### src/rtl/rgb_mixer_pkg.sv
// rgb_mixer_pkg: shared constants, direction
// encoding and a width helper for the mixer.
package rgb_mixer_pkg;

  localparam int DEF_NUM_CH  = 3;
  localparam int DEF_WIDTH   = 8;
  localparam int DEF_DEB_LEN = 8;

  typedef enum logic {
    DIR_DOWN = 1'b0,
    DIR_UP   = 1'b1
  } dir_e;

  function automatic int clog2(input int v);
    int r;
    r = 0;
    for (int i = 0; i < 31; i++)
      if ((1 << i) < v) r = i + 1;
    return r;
  endfunction

endpackage

### src/rtl/mixer_channel.sv
// mixer_channel: one encoder path, sync, debounce,
// x4 decode, target/level registers and duty latch.
module mixer_channel
  import rgb_mixer_pkg::*;
#(
  parameter int WIDTH    = DEF_WIDTH,
  parameter int DEB_LEN  = DEF_DEB_LEN,
  parameter bit SATURATE = 1'b1,
  parameter int FADE_DIV = 0
) (
  input  logic             clk,
  input  logic             reset_n,
  input  logic             i_enc_a,
  input  logic             i_enc_b,
  input  logic             i_fade_tick,
  input  logic             i_duty_latch,
  output logic [WIDTH-1:0] o_level,
  output logic [WIDTH-1:0] o_duty
);

  localparam int CW = clog2(DEB_LEN);
  localparam logic [CW-1:0] CLAST = CW'(DEB_LEN - 1);
  localparam logic [WIDTH-1:0] LMAX = '1;
  localparam logic [WIDTH-1:0] LONE = WIDTH'(1);

  logic [1:0]       w_raw;
  logic [1:0]       r_s1;
  logic [1:0]       r_s2;
  logic [1:0]       r_deb;
  logic [1:0]       r_prev;
  logic [CW-1:0]    r_cnt [2];
  logic [WIDTH-1:0] r_target;
  logic [WIDTH-1:0] r_level;
  logic [WIDTH-1:0] r_duty;
  logic             w_step;
  dir_e             w_dir;

  assign w_raw = {i_enc_b, i_enc_a};

  // counter tracks consecutive samples that disagree with the debounced bit
  always_ff @(posedge clk or negedge reset_n) begin
    if (!reset_n) begin
      r_s1     <= '0;
      r_s2     <= '0;
      r_deb    <= '0;
      r_cnt[0] <= '0;
      r_cnt[1] <= '0;
    end else begin
      r_s1 <= w_raw;
      r_s2 <= r_s1;
      for (int k = 0; k < 2; k++) begin
        if (r_s2[k] == r_deb[k]) begin
          r_cnt[k] <= '0;
        end else if (r_cnt[k] == CLAST) begin
          r_deb[k] <= r_s2[k];
          r_cnt[k] <= '0;
        end else begin
          r_cnt[k] <= r_cnt[k] + CW'(1);
        end
      end
    end
  end

  assign w_step = (r_deb[0] ^ r_prev[0]) ^ (r_deb[1] ^ r_prev[1]);
  assign w_dir  = dir_e'(r_deb[0] ^ r_prev[1]);

  always_ff @(posedge clk or negedge reset_n) begin
    if (!reset_n) begin
      r_prev   <= '0;
      r_target <= '0;
    end else begin
      r_prev <= r_deb;
      unique case (1'b1)
        (w_step && w_dir == DIR_UP): begin
          if (!(SATURATE && r_target == LMAX))
            r_target <= r_target + LONE;
        end
        (w_step && w_dir == DIR_DOWN): begin
          if (!(SATURATE && r_target == '0))
            r_target <= r_target - LONE;
        end
        default: ;
      endcase
    end
  end

  // duty only moves at period end so a period never gets cut short
  always_ff @(posedge clk or negedge reset_n) begin
    if (!reset_n) begin
      r_level <= '0;
      r_duty  <= '0;
    end else begin
      if (FADE_DIV == 0) begin
        r_level <= r_target;
      end else if (i_fade_tick) begin
        if (r_level < r_target)
          r_level <= r_level + LONE;
        else if (r_level > r_target)
          r_level <= r_level - LONE;
      end
      if (i_duty_latch)
        r_duty <= r_level;
    end
  end

  assign o_level = r_level;
  assign o_duty  = r_duty;

endmodule

### src/rtl/rgb_mixer_nch.sv
// rgb_mixer_nch: NUM_CH encoder-driven LED channels
// with shared PWM counter and fade prescaler.
module rgb_mixer_nch
  import rgb_mixer_pkg::*;
#(
  parameter int NUM_CH   = DEF_NUM_CH,
  parameter int WIDTH    = DEF_WIDTH,
  parameter int DEB_LEN  = DEF_DEB_LEN,
  parameter bit SATURATE = 1'b1,
  parameter int FADE_DIV = 0
) (
  input  logic                    clk,
  input  logic                    reset_n,
  input  logic                    enable,
  input  logic [NUM_CH-1:0]       enc_a,
  input  logic [NUM_CH-1:0]       enc_b,
  output logic [NUM_CH-1:0]       pwm_out,
  output logic [NUM_CH-1:0]       out_en_b,
  output logic [NUM_CH*WIDTH-1:0] level_out
);

  localparam logic [WIDTH-1:0] CNT_LAST = {{(WIDTH-1){1'b1}}, 1'b0};
  localparam int PW = (FADE_DIV > 1) ? clog2(FADE_DIV) : 1;
  localparam logic [PW-1:0] PLAST = PW'((FADE_DIV > 0) ? FADE_DIV - 1 : 0);

  logic [WIDTH-1:0]  r_cnt;
  logic              w_cnt_last;
  logic [PW-1:0]     r_pre;
  logic              w_tick;
  logic [WIDTH-1:0]  w_duty [NUM_CH];
  logic [NUM_CH-1:0] r_pwm;

  // period is 2^WIDTH-1 so a full-scale duty stays high throughout
  assign w_cnt_last = (r_cnt == CNT_LAST);
  assign w_tick     = (FADE_DIV > 0) && (r_pre == PLAST);

  always_ff @(posedge clk or negedge reset_n) begin
    if (!reset_n) begin
      r_cnt <= '0;
      r_pre <= '0;
    end else begin
      r_cnt <= w_cnt_last ? '0 : r_cnt + WIDTH'(1);
      if (w_tick)
        r_pre <= '0;
      else if (FADE_DIV > 0)
        r_pre <= r_pre + PW'(1);
    end
  end

  for (genvar i = 0; i < NUM_CH; i++) begin : g_ch
    mixer_channel #(
      .WIDTH    (WIDTH),
      .DEB_LEN  (DEB_LEN),
      .SATURATE (SATURATE),
      .FADE_DIV (FADE_DIV)
    ) u_ch (
      .clk          (clk),
      .reset_n      (reset_n),
      .i_enc_a      (enc_a[i]),
      .i_enc_b      (enc_b[i]),
      .i_fade_tick  (w_tick),
      .i_duty_latch (w_cnt_last),
      .o_level      (level_out[i*WIDTH +: WIDTH]),
      .o_duty       (w_duty[i])
    );
  end

  always_ff @(posedge clk or negedge reset_n) begin
    if (!reset_n) begin
      r_pwm <= '0;
    end else begin
      for (int i = 0; i < NUM_CH; i++)
        r_pwm[i] <= enable & (r_cnt < w_duty[i]);
    end
  end

  assign pwm_out  = r_pwm;
  assign out_en_b = {NUM_CH{~enable}};

endmodule
### config.mk
export PLATFORM = sky130hd
export DESIGN_NAME = rgb_mixer_nch
export DESIGN_NICKNAME = d
export VERILOG_FILES = /design/src/rtl/rgb_mixer_pkg.sv /design/src/rtl/mixer_channel.sv /design/src/rtl/rgb_mixer_nch.sv
export SDC_FILE = /design/constraint.sdc
export NUM_CORES = 1
export LEC_CHECK = 0
export CORE_ASPECT_RATIO = 0.6
export CORE_UTILIZATION = 30
export CTS_CLUSTER_DIAMETER = 40
export DETAILED_ROUTE_END_ITERATION = 7
export PLACE_DENSITY_LB_ADDON = 0.2
export SETUP_SLACK_MARGIN = 0.2
export SYNTH_ARGS = -nofsm -noshare
export SYNTH_HDL_FRONTEND = slang
export SYNTH_SLANG_ARGS = --single-unit
export TNS_END_PERCENT = 100
### constraint.sdc
create_clock -name clk -period 3.4 [get_ports clk]
set_clock_uncertainty 0.2 [all_clocks]
set_input_delay 0.68 -clock clk [delete_from_list [all_inputs] [get_ports clk]]
set_output_delay 0.68 -clock clk [all_outputs]
set_load 0.1 [all_outputs]
After elaboration in Yosys (flattened, before gate mapping)
Index checks and enable logic that the tools add are counted.
{ "totals": {"register_bits": 125, "inputBits": 9, "out_inout_bits": 30, "elab_cells": 138} }
{ "classes": {"add_sub_neg": 13, "order_cmp": 3, "eq_ne": 22, "mux": 22, "bitwise": 25, "n_reduce_logical": 21} }
{ "ops": {"columns": ["operator", "n"], "rows": [
  ["$mux W8", 7],
  ["$pmux W8 S2", 3],
  ["$mux W3", 12],
  ["$add A8 B1 Y8 const B", 4],
  ["$eq A8 B8 Y1 const B", 4],
  ["$logic_not A8 Y1", 3],
  ["$lt A8 B8 Y1", 3],
  ["$sub A8 B1 Y8 const B", 3],
  ["$add A3 B1 Y3 const B", 6],
  ["$eq A3 B3 Y1 const B", 6],
  ["$ne A2 B2 Y1 const B", 6],
  ["$reduce_and A2 Y1", 6],
  ["$xor A1 B1 Y1", 12],
  ["$not A1 Y1", 10],
  ["$reduce_and A3 Y1", 3],
  ["$eq A1 B1 Y1", 6],
  ["$logic_and A1 B1 Y1", 6],
  ["$reduce_bool A2 Y1", 3],
  ["$and A1 B1 Y1", 3]
]} }

Longest topological paths before layout
Gate-level depths: netlist of the first run.
{ "logic_depth": {"ltp_word": 5, "ltp_mapped": 9, "mapped_depth_nobuf": 8} }

Modules after synthesis
A second synthesis of the first run with hierarchy kept.
{ "unflattened": {"hier_cells": 443, "hier_area_um2": 5691.7} }
{ "by_module_without_submodules": {"columns": ["mod", "instances", "cells_each", "area_each_um2", "seq_area_each_um2"], "rows": [
  ["mixer_channel at g_ch[0].u_ch", 1, 114, 1590.3, 950.9],
  ["mixer_channel at g_ch[2].u_ch", 1, 114, 1577.8, 950.9],
  ["mixer_channel at g_ch[1].u_ch", 1, 102, 1486.4, 950.9],
  ["rgb_mixer_nch", 1, 113, 1037.2, 275.3]
]} }

Least setup slack after synthesis of the first run
No wires, ideal clock.
{ "synth_path": {"path_type": "input-to-output", "startpoint": "in enable", "endpoint": "out out_en_b[1]", "arrival_time_ns": 1.725, "path_slack_ns": 0.795, "cell_stages": 2, "path_buffers": 1, "path_cell_list": "inv_1 > buf_4"} }
{ "synth_between": {"elab_chain_cells": 1} }
{ "synth_lines": {"columns": ["element", "line", "source"], "rows": [
  ["start, declared", "rgb_mixer_nch.sv:14", "input logic enable,"],
  ["$not A1 Y1", "rgb_mixer_nch.sv:78", "assign out_en_b = {NUM_CH{~enable}};"],
  ["end, declared", "rgb_mixer_nch.sv:18", "output logic [NUM_CH-1:0] out_en_b,"]
]} }
No other way between the ends.

Final worst setup path of the first run
{ "layout_path": {"startpoint": "reg g_ch[2].u_ch.r_deb[1]", "endpoint": "reg g_ch[2].u_ch.r_target[6]"} }
{ "layout_between": {"elab_chain_cells": 5} }
{ "layout_lines": {"columns": ["element", "line", "source"], "rows": [
  ["start, declared", "mixer_channel.sv:29", "logic [1:0] r_deb;"],
  ["start signal, assigned by index", "mixer_channel.sv:55", "r_deb[k] <= r_s2[k];"],
  ["$xor A1 B1 Y1 (*) (2 in a row)", "mixer_channel.sv:64", "assign w_step = (r_deb[0] ^ r_prev[0]) ^ (r_deb[1] ^ r_prev[1]);"],
  ["$logic_and A1 B1 Y1 (on tied branches)", "mixer_channel.sv:74, mixer_channel.sv:78", null],
  ["$ne A2 B2 Y1 (no line) / $reduce_bool A2 Y1 (equally long branches)", null, null],
  ["$reduce_and A3 Y1 (no line)", null, null],
  ["end signal, assigned", "mixer_channel.sv:76", "r_target <= r_target + LONE;"],
  ["end signal, assigned", "mixer_channel.sv:80", "r_target <= r_target - LONE;"],
  ["end, declared", "mixer_channel.sv:32", "logic [WIDTH-1:0] r_target;"]
]} }
Every way passes the cells marked *; elsewhere a longest branch is shown, timed or not.
A chain may end at the register's enable or synchronous reset.

==> impl_results.html, run 1 <==
<table>
<tr><th>Metric</th><th>Value</th></tr>
<tr><th colspan="2">Worst setup path</th></tr>
<tr><td>Data required, critical path</td><td>3490 ps</td></tr>
<tr><td>Setup CP Type</td><td>reg -&gt; reg</td></tr>
<tr><td>Startpoint type of the worst setup path</td><td>register</td></tr>
<tr><td>Worst Path Max Fanout</td><td>9</td></tr>
<tr><td>Critical path buffers and inverters</td><td>0</td></tr>
<tr><td>Critical path data arrival time</td><td>2900 ps</td></tr>
<tr><td>Largest stage delay, worst path</td><td>540 ps</td></tr>
<tr><td>Crit. End Element</td><td>register</td></tr>
<tr><td>Crit path top cell by count</td><td>sky130_fd_sc_hd__xnor2_1</td></tr>
<tr><td>Kind of cell adding the most delay to the critical path</td><td>simple AND/OR/NAND/NOR gates</td></tr>
<tr><td>Cell with the largest stage delay on the worst path</td><td>sky130_fd_sc_hd__or2_0</td></tr>
<tr><td>Ordered list of cells on the worst path</td><td>xnor2_1, or2_0, xnor2_1, ha_1, or4_1, nor2_1, o21ai_0, xnor2_1</td></tr>
<tr><th colspan="2">Finish</th></tr>
<tr><td>Final-layout fill cell count</td><td>1,687</td></tr>
<tr><td>Sequential cell area</td><td>3130 um^2</td></tr>
<tr><td>Fraction of layout cells with a size suffix above 1</td><td>16.4%</td></tr>
<tr><td>Finished Cell Area</td><td>6710 um^2</td></tr>
<tr><td>Total Nets Final</td><td>570</td></tr>
<tr><td>Antenna diode instance count</td><td>0</td></tr>
<tr><td>Layout Area Growth over Synthesis</td><td>22.0%</td></tr>
<tr><td>Multi-input gate area</td><td>2180 um^2</td></tr>
<tr><th colspan="2">Clocking</th></tr>
<tr><td>Hold-fix buffers, CTS</td><td>0</td></tr>
<tr><td>Clk pin slew, worst setup/hold paths</td><td>60 ps</td></tr>
<tr><td>Clk root buf</td><td>sky130_fd_sc_hd__clkbuf_16</td></tr>
<tr><td>Sinks on the clock net</td><td>125</td></tr>
<tr><td>Latest clock arrival within the worst-skew pair</td><td>420 ps</td></tr>
<tr><td>Buffer levels on the longest clock path</td><td>2</td></tr>
<tr><td>Total setup buffers inserted after CTS</td><td>0</td></tr>
<tr><td>Number of instances resized during post-cts repair</td><td>0</td></tr>
<tr><td>Clock tree from TritonCTS</td><td>done</td></tr>
<tr><td>Number of buffers added by the clock tree synthesis step</td><td>17</td></tr>
<tr><td>Maximum level of the CTS H-tree</td><td>4</td></tr>
<tr><th colspan="2">Routing</th></tr>
<tr><td>Number of nets with antenna violations after detailed routing</td><td>0</td></tr>
<tr><td>Number of design-rule violations left by the first detailed-router iteration</td><td>274</td></tr>
<tr><td>Number of design rule violations left after detail routing</td><td>0</td></tr>
<tr><td>Wire per inst</td><td>14.4 um</td></tr>
<tr><td>Routed Wire Length</td><td>11,100 um</td></tr>
<tr><td>DR vias</td><td>3,575</td></tr>
<tr><td>Number of detailed-route iterations in the first pass</td><td>5</td></tr>
<tr><td>Via density per instance</td><td>4.64</td></tr>
<tr><th colspan="2">Yosys</th></tr>
<tr><td>Leading post-synthesis cells by instance count</td><td>sky130_fd_sc_hd__dfrtp_1, sky130_fd_sc_hd__o21ai_0, sky130_fd_sc_hd__ha_1</td></tr>
<tr><td>Post-synth top area cell</td><td>sky130_fd_sc_hd__dfrtp_1</td></tr>
<tr><td>Total number of yosys warnings</td><td>0</td></tr>
<tr><td>Fraction of synthesized cell area taken by the top area cell type</td><td>56.9%</td></tr>
<tr><td>Synth Net Count</td><td>525</td></tr>
<tr><td>Synthesized instance count</td><td>478</td></tr>
<tr><td>Predominant post-synthesis flop cell</td><td>sky130_fd_sc_hd__dfrtp_1</td></tr>
<tr><td>Sequential cell area fraction in the yosys report</td><td>56.9%</td></tr>
<tr><td>Async set-reset flop share out of synthesis</td><td>100%</td></tr>
<tr><td>Cell Area, Synth</td><td>5500 um^2</td></tr>
<tr><td>Number of flops mapped to enable cells by yosys</td><td>0</td></tr>
<tr><td>Biggest area contributors in the synthesized netlist</td><td>sky130_fd_sc_hd__dfrtp_1, sky130_fd_sc_hd__ha_1, sky130_fd_sc_hd__o21ai_0, sky130_fd_sc_hd__xor2_1, sky130_fd_sc_hd__xnor2_1</td></tr>
<tr><td>Count of state elements after synthesis</td><td>125</td></tr>
<tr><td>Most instantiated library cell after synthesis</td><td>sky130_fd_sc_hd__dfrtp_1</td></tr>
<tr><td>Syn_area_per_cell</td><td>11.5 um^2</td></tr>
<tr><td>Number of library cell types mapped by synthesis</td><td>43</td></tr>
<tr><th colspan="2">Die</th></tr>
<tr><td>Die X-Extent</td><td>177 um</td></tr>
<tr><td>Core region area</td><td>17,500 um^2</td></tr>
<tr><td>Number of rows in the core area</td><td>37</td></tr>
<tr><td>Overall die area</td><td>18,900 um^2</td></tr>
<tr><td>Initial cell density of the core</td><td>31.3%</td></tr>
<tr><td>Count of boundary I/O pins</td><td>39</td></tr>
<tr><td>Overall die height</td><td>107 um</td></tr>
<tr><th colspan="2">Global routing</th></tr>
<tr><td>GRT Resource Usage Total</td><td>13.0%</td></tr>
<tr><td>Global-route wire length before repair</td><td>18,500 um</td></tr>
<tr><td>Initial antenna violation count</td><td>0</td></tr>
<tr><td>Gr ovfl total</td><td>0</td></tr>
<tr><td>Vias in the first global route</td><td>3,480</td></tr>
<tr><td>Pin count of the biggest net entering global routing</td><td>51</td></tr>
<tr><th colspan="2">Timing</th></tr>
<tr><td>Worst rel slew slack</td><td>54.2%</td></tr>
<tr><td>Final min period</td><td>2810 ps</td></tr>
<tr><td>Highest achievable clock rate</td><td>356 MHz</td></tr>
<tr><td>Final max-slew violation count</td><td>0</td></tr>
<tr><td>Least-Margin Pin Slew</td><td>687 ps</td></tr>
<tr><td>Setup violation total in the final timing report</td><td>0</td></tr>
<tr><td>Number of endpoints with negative hold slack in the final report</td><td>0</td></tr>
<tr><td>Unrepaired setup endpoints after global routing</td><td>false</td></tr>
<tr><td>Sum Neg Setup Slack</td><td>0 ps</td></tr>
<tr><td>Post-route clock period utilization</td><td>82.6%</td></tr>
<tr><th colspan="2">Placement</th></tr>
<tr><td>Cell area after placement</td><td>6110 um^2</td></tr>
<tr><td>Global placement routability congestion</td><td>0.845</td></tr>
<tr><td>Post-DP HPWL</td><td>7860 um</td></tr>
<tr><td>Port-buffer cells</td><td>38</td></tr>
<tr><th colspan="2">Pwr</th></tr>
<tr><td>Switching Power</td><td>2740 uW</td></tr>
<tr><td>Pwr/cell area</td><td>964 nW/um^2</td></tr>
<tr><td>Clock network fraction of design power</td><td>27.9%</td></tr>
<tr><td>Post-layout total power</td><td>6460 uW</td></tr>
<tr><td>Max IR drop VDD</td><td>0.511 mV</td></tr>
<tr><td>Standby leakage power</td><td>0.00305 uW</td></tr>
<tr><td>Reg power frac</td><td>35.3%</td></tr>
<tr><td>Switching part of the total power</td><td>42.4%</td></tr>
<tr><td>Power Internal</td><td>3730 uW</td></tr>
<tr><td>Combinational cell fraction of total power</td><td>36.8%</td></tr>
<tr><th colspan="2">Run status</th></tr>
<tr><td>Outcome</td><td>finished, final reports clean</td></tr>
<tr><th colspan="2">Hold path</th></tr>
<tr><td>HP Class</td><td>in -&gt; async</td></tr>
<tr><th colspan="2">Flow run</th></tr>
<tr><td>Number of max-cap violations</td><td>0</td></tr>
</table>
==> kinds of logic after synthesis <==
| family | share of synthesized area, % |
|---|---|
| DFF | 56.9 |
| buffers and inverters | 3.60 |
| and+or+nand+nor | 13.6 |
| AOI/OAI and AO/OA | 8.47 |
| adders and majority gates | 8.65 |
| xor gates and xnor gates | 6.37 |
| muxes | 2.46 |
==> per-layer routing <==
metal | GRT usage, % | share of wire (%) | up-vias
met3 | 3.69 | 4.8 | 15
met4 | 5.48 | 1.4 | 0
met1 | 20.1 | 55 | 1720
met2 | 16.2 | 39 | 91
met5 | 0 | 0 | -
li1 | - | - | 1749
==> final timing paths <==
check / startpoint / to / slack [ps] / cells after the start
max in group asynchronous: reset_n / g_ch[1].u_ch.r_target[0]$_DFFE_PN0P_ / 2240 / 2
max reg2reg: g_ch[2].u_ch.r_deb[1]$_DFFE_PN0P_ / g_ch[2].u_ch.r_target[6]$_DFFE_PN0P_ / 590 / 8
max: g_ch[2].u_ch.r_deb[1]$_DFFE_PN0P_ / g_ch[2].u_ch.r_target[6]$_DFFE_PN0P_ / 590 / 8
min in group clk: g_ch[1].u_ch.r_s1[1]$_DFF_PN0_ / g_ch[1].u_ch.r_s2[1]$_DFF_PN0_ / 150 / 0
min: reset_n / g_ch[2].u_ch.r_s1[0]$_DFF_PN0_ / 110 / 1
min reg2reg: g_ch[1].u_ch.r_s1[1]$_DFF_PN0_ / g_ch[1].u_ch.r_s2[1]$_DFF_PN0_ / 150 / 0
==> worst register-to-register path: stages, from the launching register on <==
cell,delay [ps]
sky130_fd_sc_hd__dfrtp_1,430
sky130_fd_sc_hd__xnor2_1,280
sky130_fd_sc_hd__or2_0,540
sky130_fd_sc_hd__xnor2_1,140
sky130_fd_sc_hd__ha_1,260
sky130_fd_sc_hd__or4_1,500
sky130_fd_sc_hd__nor2_1,90
sky130_fd_sc_hd__o21ai_0,100
sky130_fd_sc_hd__xnor2_1,140
==> power groups by stage <==
stage               Combinational, uW  Clock, uW  Sequential [uW]
floorplan                        1190          0             2950
global placement                 2330          0             2290
detailed placement               2370          0             2310
CTS                              2380       1860             2290
global route                     2550       1930             2350
finish                           2380       1800             2280
==> cells in the final DEF, fill, tap and decap left out, types with 2 or more instances in the layout <==
master                            count
sky130_fd_sc_hd__dfrtp_1            125
sky130_fd_sc_hd__o21ai_0             39
sky130_fd_sc_hd__ha_1                38
sky130_fd_sc_hd__nand2_1             36
sky130_fd_sc_hd__buf_4               31
sky130_fd_sc_hd__inv_1               29
sky130_fd_sc_hd__nor2_1              23
sky130_fd_sc_hd__xor2_1              22
sky130_fd_sc_hd__xnor2_1             18
sky130_fd_sc_hd__clkbuf_16           17
sky130_fd_sc_hd__and2_1              15
sky130_fd_sc_hd__nand3_1             13
sky130_fd_sc_hd__mux2_2              12
sky130_fd_sc_hd__nor3b_1             10
sky130_fd_sc_hd__a21oi_1             10
sky130_fd_sc_hd__nand4_1             10
sky130_fd_sc_hd__nor4_1               9
sky130_fd_sc_hd__nor3_1               8
sky130_fd_sc_hd__clkdlybuf4s50_1      7
sky130_fd_sc_hd__a21boi_0             6
sky130_fd_sc_hd__buf_12               5
sky130_fd_sc_hd__or3_1                4
sky130_fd_sc_hd__or4_1                4
sky130_fd_sc_hd__and3_1               3
sky130_fd_sc_hd__a211oi_1             3
sky130_fd_sc_hd__a31oi_1              3
sky130_fd_sc_hd__o31ai_1              3
sky130_fd_sc_hd__clkinvlp_4           3
sky130_fd_sc_hd__inv_6                3
sky130_fd_sc_hd__a21o_1               2
sky130_fd_sc_hd__clkbuf_8             2
sky130_fd_sc_hd__clkinv_4             2
sky130_fd_sc_hd__bufinv_16            2
sky130_fd_sc_hd__clkinv_2             2
==> through the flow <==
stage | hold WS (ps) | instances | util, % | setup WS, ps
finish | 107 | 770 | 38.2 | 591
CTS | 131 | 770 | 38.2 | 621
global route | 151 | 770 | 38.2 | 467
detailed placement | 136 | 738 | 34.8 | 630
global placement | 135 | 738 | 34.8 | 719
floorplan | 131 | 478 | - | 795
==> flip-flops by register name (all words and copies together), names as in the netlist <==
name and count:
g_ch.u_ch.o_duty 24, pwm_out 3, g_ch.u_ch.r_deb 6, g_ch.u_ch.r_s2 6, g_ch.u_ch.r_cnt 18, g_ch.u_ch.o_level 24
g_ch.u_ch.r_target 24, r_cnt 8, g_ch.u_ch.r_prev 6, g_ch.u_ch.r_s1 6
==> area by class of cell <==
cell class | instances | area share, %
clock buffers | 20 | 6.81
clock inverters | 12 | 2.03
inverters | 29 | 1.62
multi-input cells | 307 | 32.5
flip-flops and latches | 125 | 46.7
well taps | 234 | 4.37
repair buffers | 43 | 6.01
(Power assumes the default switching activity.)
==> run 2, diff against run 1 <==
==> constraint.sdc (replaced) <==
create_clock -name clk -period 2.9 [get_ports clk]
set_clock_uncertainty 0.2 [all_clocks]
set_input_delay 0.58 -clock clk [delete_from_list [all_inputs] [get_ports clk]]
set_output_delay 0.58 -clock clk [all_outputs]
set_load 0.1 [all_outputs]
==> impl_results.html, run 2 (same netlist as run 1, synthesis figures left out) <==
<table>
<tr><th>Metric</th><th>Value</th></tr>
<tr><th colspan="2">Die</th></tr>
<tr><td>Overall die height</td><td>107 um (unchanged)</td></tr>
<tr><td>Overall die area</td><td>18,900 um^2 (unchanged)</td></tr>
<tr><td>Count of boundary I/O pins</td><td>39 (unchanged)</td></tr>
<tr><td>Initial cell density of the core</td><td>31.3% (unchanged)</td></tr>
<tr><td>Core region area</td><td>17,500 um^2 (unchanged)</td></tr>
<tr><td>Number of rows in the core area</td><td>37 (unchanged)</td></tr>
<tr><td>Die X-Extent</td><td>177 um (unchanged)</td></tr>
<tr><th colspan="2">Worst setup path</th></tr>
<tr><td>Data required, critical path</td><td>3030 ps (was 3490 ps)</td></tr>
<tr><td>Startpoint type of the worst setup path</td><td>register (unchanged)</td></tr>
<tr><td>Crit. End Element</td><td>register (unchanged)</td></tr>
<tr><td>Setup CP Type</td><td>reg -&gt; reg (unchanged)</td></tr>
<tr><td>Critical path data arrival time</td><td>2560 ps (was 2900 ps)</td></tr>
<tr><td>Launch instance of the worst register-to-register path</td><td>g_ch[0].u_ch.r_deb[1]$_DFFE_PN0P_ (was g_ch[2].u_ch.r_deb[1]$_DFFE_PN0P_)</td></tr>
<tr><td>Start point of the critical path</td><td>g_ch[0].u_ch.r_deb[1]$_DFFE_PN0P_ (was g_ch[2].u_ch.r_deb[1]$_DFFE_PN0P_)</td></tr>
<tr><td>Worst Path Max Fanout</td><td>9 (unchanged)</td></tr>
<tr><th colspan="2">Timing</th></tr>
<tr><td>Post-route clock period utilization</td><td>83.7% (was 82.6%)</td></tr>
<tr><td>Highest achievable clock rate</td><td>412 MHz (was 356 MHz)</td></tr>
<tr><td>Unrepaired setup endpoints after global routing</td><td>false (unchanged)</td></tr>
<tr><td>Setup violation total in the final timing report</td><td>0 (unchanged)</td></tr>
<tr><td>Worst rel slew slack</td><td>62.2% (was 54.2%)</td></tr>
<tr><td>WHS</td><td>149 ps (was 107 ps)</td></tr>
<tr><td>Final min period</td><td>2430 ps (was 2810 ps)</td></tr>
<tr><td>Final max-slew violation count</td><td>0 (unchanged)</td></tr>
<tr><td>Setup slack of the critical path after layout</td><td>472 ps (was 591 ps)</td></tr>
<tr><td>Sum Neg Setup Slack</td><td>0 ps (unchanged)</td></tr>
<tr><td>Number of endpoints with negative hold slack in the final report</td><td>0 (unchanged)</td></tr>
<tr><td>Least-Margin Pin Slew</td><td>566 ps (was 687 ps)</td></tr>
<tr><th colspan="2">Finish</th></tr>
<tr><td>Antenna diode instance count</td><td>0 (unchanged)</td></tr>
<tr><td>Commonest cells after routing, fill and taps aside</td><td>sky130_fd_sc_hd__dfrtp_1, sky130_fd_sc_hd__o21ai_0, sky130_fd_sc_hd__ha_1, sky130_fd_sc_hd__nand2_1, sky130_fd_sc_hd__buf_4 (unchanged)</td></tr>
<tr><td>Layout Area Growth over Synthesis</td><td>22.9% (was 22.0%)</td></tr>
<tr><td>Most common cell after layout, fill and taps aside</td><td>sky130_fd_sc_hd__dfrtp_1 (unchanged)</td></tr>
<tr><td>Post-Route Utilization</td><td>38.5% (was 38.2%)</td></tr>
<tr><td>Total Nets Final</td><td>573 (was 570)</td></tr>
<tr><td>Fraction of layout cells with a size suffix above 1</td><td>16.4% (about the same)</td></tr>
<tr><th colspan="2">Global routing</th></tr>
<tr><td>GRT Resource Usage Total</td><td>12.9% (was 13.0%)</td></tr>
<tr><td>Gr ovfl total</td><td>0 (unchanged)</td></tr>
<tr><td>Initial antenna violation count</td><td>0 (unchanged)</td></tr>
<tr><td>Pin count of the biggest net entering global routing</td><td>49 (was 51)</td></tr>
<tr><td>Vias in the first global route</td><td>3,584 (was 3,480)</td></tr>
<tr><td>Global-route wire length before repair</td><td>18,600 um (was 18,500 um)</td></tr>
<tr><th colspan="2">Clocking</th></tr>
<tr><td>Maximum level of the CTS H-tree</td><td>4 (unchanged)</td></tr>
<tr><td>Total setup buffers inserted after CTS</td><td>0 (unchanged)</td></tr>
<tr><td>Buffer levels on the longest clock path</td><td>2 (unchanged)</td></tr>
<tr><td>Sinks on the clock net</td><td>125 (unchanged)</td></tr>
<tr><td>Clk root buf</td><td>sky130_fd_sc_hd__clkbuf_16 (unchanged)</td></tr>
<tr><td>Clk pin slew, worst setup/hold paths</td><td>60 ps (about the same)</td></tr>
<tr><td>Latest clock arrival within the worst-skew pair</td><td>410 ps (was 420 ps)</td></tr>
<tr><td>Number of buffers added by the clock tree synthesis step</td><td>17 (unchanged)</td></tr>
<tr><td>Clock tree from TritonCTS</td><td>done (unchanged)</td></tr>
<tr><th colspan="2">Placement</th></tr>
<tr><td>Post-DP HPWL</td><td>7790 um (was 7860 um)</td></tr>
<tr><td>Global placement routability congestion</td><td>0.888 (was 0.845)</td></tr>
<tr><td>Placement Setup Slack</td><td>408 ps (was 630 ps)</td></tr>
<tr><td>Port-buffer cells</td><td>38 (unchanged)</td></tr>
<tr><th colspan="2">Routing</th></tr>
<tr><td>Number of detailed-route iterations in the first pass</td><td>4 (was 5)</td></tr>
<tr><td>DR vias</td><td>3,629 (was 3,575)</td></tr>
<tr><td>Number of nets with antenna violations after detailed routing</td><td>0 (unchanged)</td></tr>
<tr><td>Wire per inst</td><td>14.2 um (was 14.4 um)</td></tr>
<tr><td>Routed Wire Length</td><td>11,000 um (was 11,100 um)</td></tr>
<tr><td>Number of design-rule violations left by the first detailed-router iteration</td><td>213 (was 274)</td></tr>
<tr><td>Number of design rule violations left after detail routing</td><td>0 (unchanged)</td></tr>
<tr><td>Via density per instance</td><td>4.70 (was 4.64)</td></tr>
<tr><th colspan="2">Pwr</th></tr>
<tr><td>Standby leakage power</td><td>0.00307 uW (was 0.00305 uW)</td></tr>
<tr><td>Max IR drop VDD</td><td>0.762 mV (was 0.511 mV)</td></tr>
<tr><td>Pwr/cell area</td><td>1130 nW/um^2 (was 964 nW/um^2)</td></tr>
<tr><th colspan="2">Run status</th></tr>
<tr><td>Outcome</td><td>finished, final reports clean (unchanged)</td></tr>
<tr><th colspan="2">Hold path</th></tr>
<tr><td>HP Class</td><td>reg -&gt; reg (was in -&gt; async)</td></tr>
<tr><td>Hold Startpoint</td><td>g_ch[2].u_ch.r_s1[1]$_DFF_PN0_</td></tr>
<tr><th colspan="2">Flow run</th></tr>
<tr><td>Number of max-cap violations</td><td>0 (unchanged)</td></tr>
</table>
[run 2: cell types whose count changed in the layout (fill, tap and decap cells not counted), sizes merged]
cell         delta
clkbuf          +5
inv             -3
buf             +2
clkinv          -2
clkinvlp        -2
bufinv          +1
dlygate4sd3     +1
[run 2: area by class of cell]
type / instances / area (um^2)
Fill cell: 1659 / 10800
Clock inverter: 6 / 108
Clock buffer: 25 / 495
Tap cell: 234 / 293
Timing Repair Buffer: 46 / 428
Inverter: 29 / 109
Sequential cell: 125 / 3130
Multi-Input combinational cell: 307 / 2190
[run 2: path summary, 6_finish.rpt]
path	end	slack, ps	depth (start not counted)
setup / recovery	g_ch[0].u_ch.r_target[2]$_DFFE_PN0P_	470	7
hold / removal	g_ch[2].u_ch.r_s2[1]$_DFF_PN0_	150	0
setup reg to reg	g_ch[0].u_ch.r_target[2]$_DFFE_PN0P_	470	7
hold reg to reg	g_ch[2].u_ch.r_s2[1]$_DFF_PN0_	150	0
max in group asynchronous	g_ch[1].u_ch.o_duty[1]$_DFFE_PN0N_	1330	3
min in group asynchronous	g_ch[2].u_ch.r_s1[0]$_DFF_PN0_	500	2
[run 2: power breakdown]
| group | switching [uW] | total (uW) | internal, uW |
|---|---|---|---|
| clock network | 735 | 2170 | 1440 |
| logic | 1920 | 2820 | 894 |
| registers | 494 | 2680 | 2190 |
[run 2: metal layers]
metal	global-route usage [%]	routed length, um
met4	5.17	127
met3	3.40	543
met2	16.6	4350
met5	0	0
met1	19.8	5960
[run 2: timing repair]
item                                   in CTS  in global routing
endpoints found under the hold margin      39                  0
resized for setup                           0                  2
hold buffers                                1                  0
setup endpoints to repair                   0                  1
[run 2: critical path: stages, from the launching register on]
cell and delay (ps):
sky130_fd_sc_hd__dfrtp_1 420, sky130_fd_sc_hd__xor2_1 410, sky130_fd_sc_hd__nand2_2 220, sky130_fd_sc_hd__xnor2_1 180, sky130_fd_sc_hd__ha_1 250, sky130_fd_sc_hd__or3_1 360
sky130_fd_sc_hd__a21oi_1 160, sky130_fd_sc_hd__xor2_1 150
[run 2: stage by stage]
step | cells | power, uW | instance area, um^2
finish | 772 | 7670 | 6760
global route | 772 | 8100 | 6760
CTS | 772 | 7700 | 6740
detailed placement | 740 | 5500 | 6130
global placement | 740 | 5440 | 6130
floorplan | 478 | 4850 | 5500
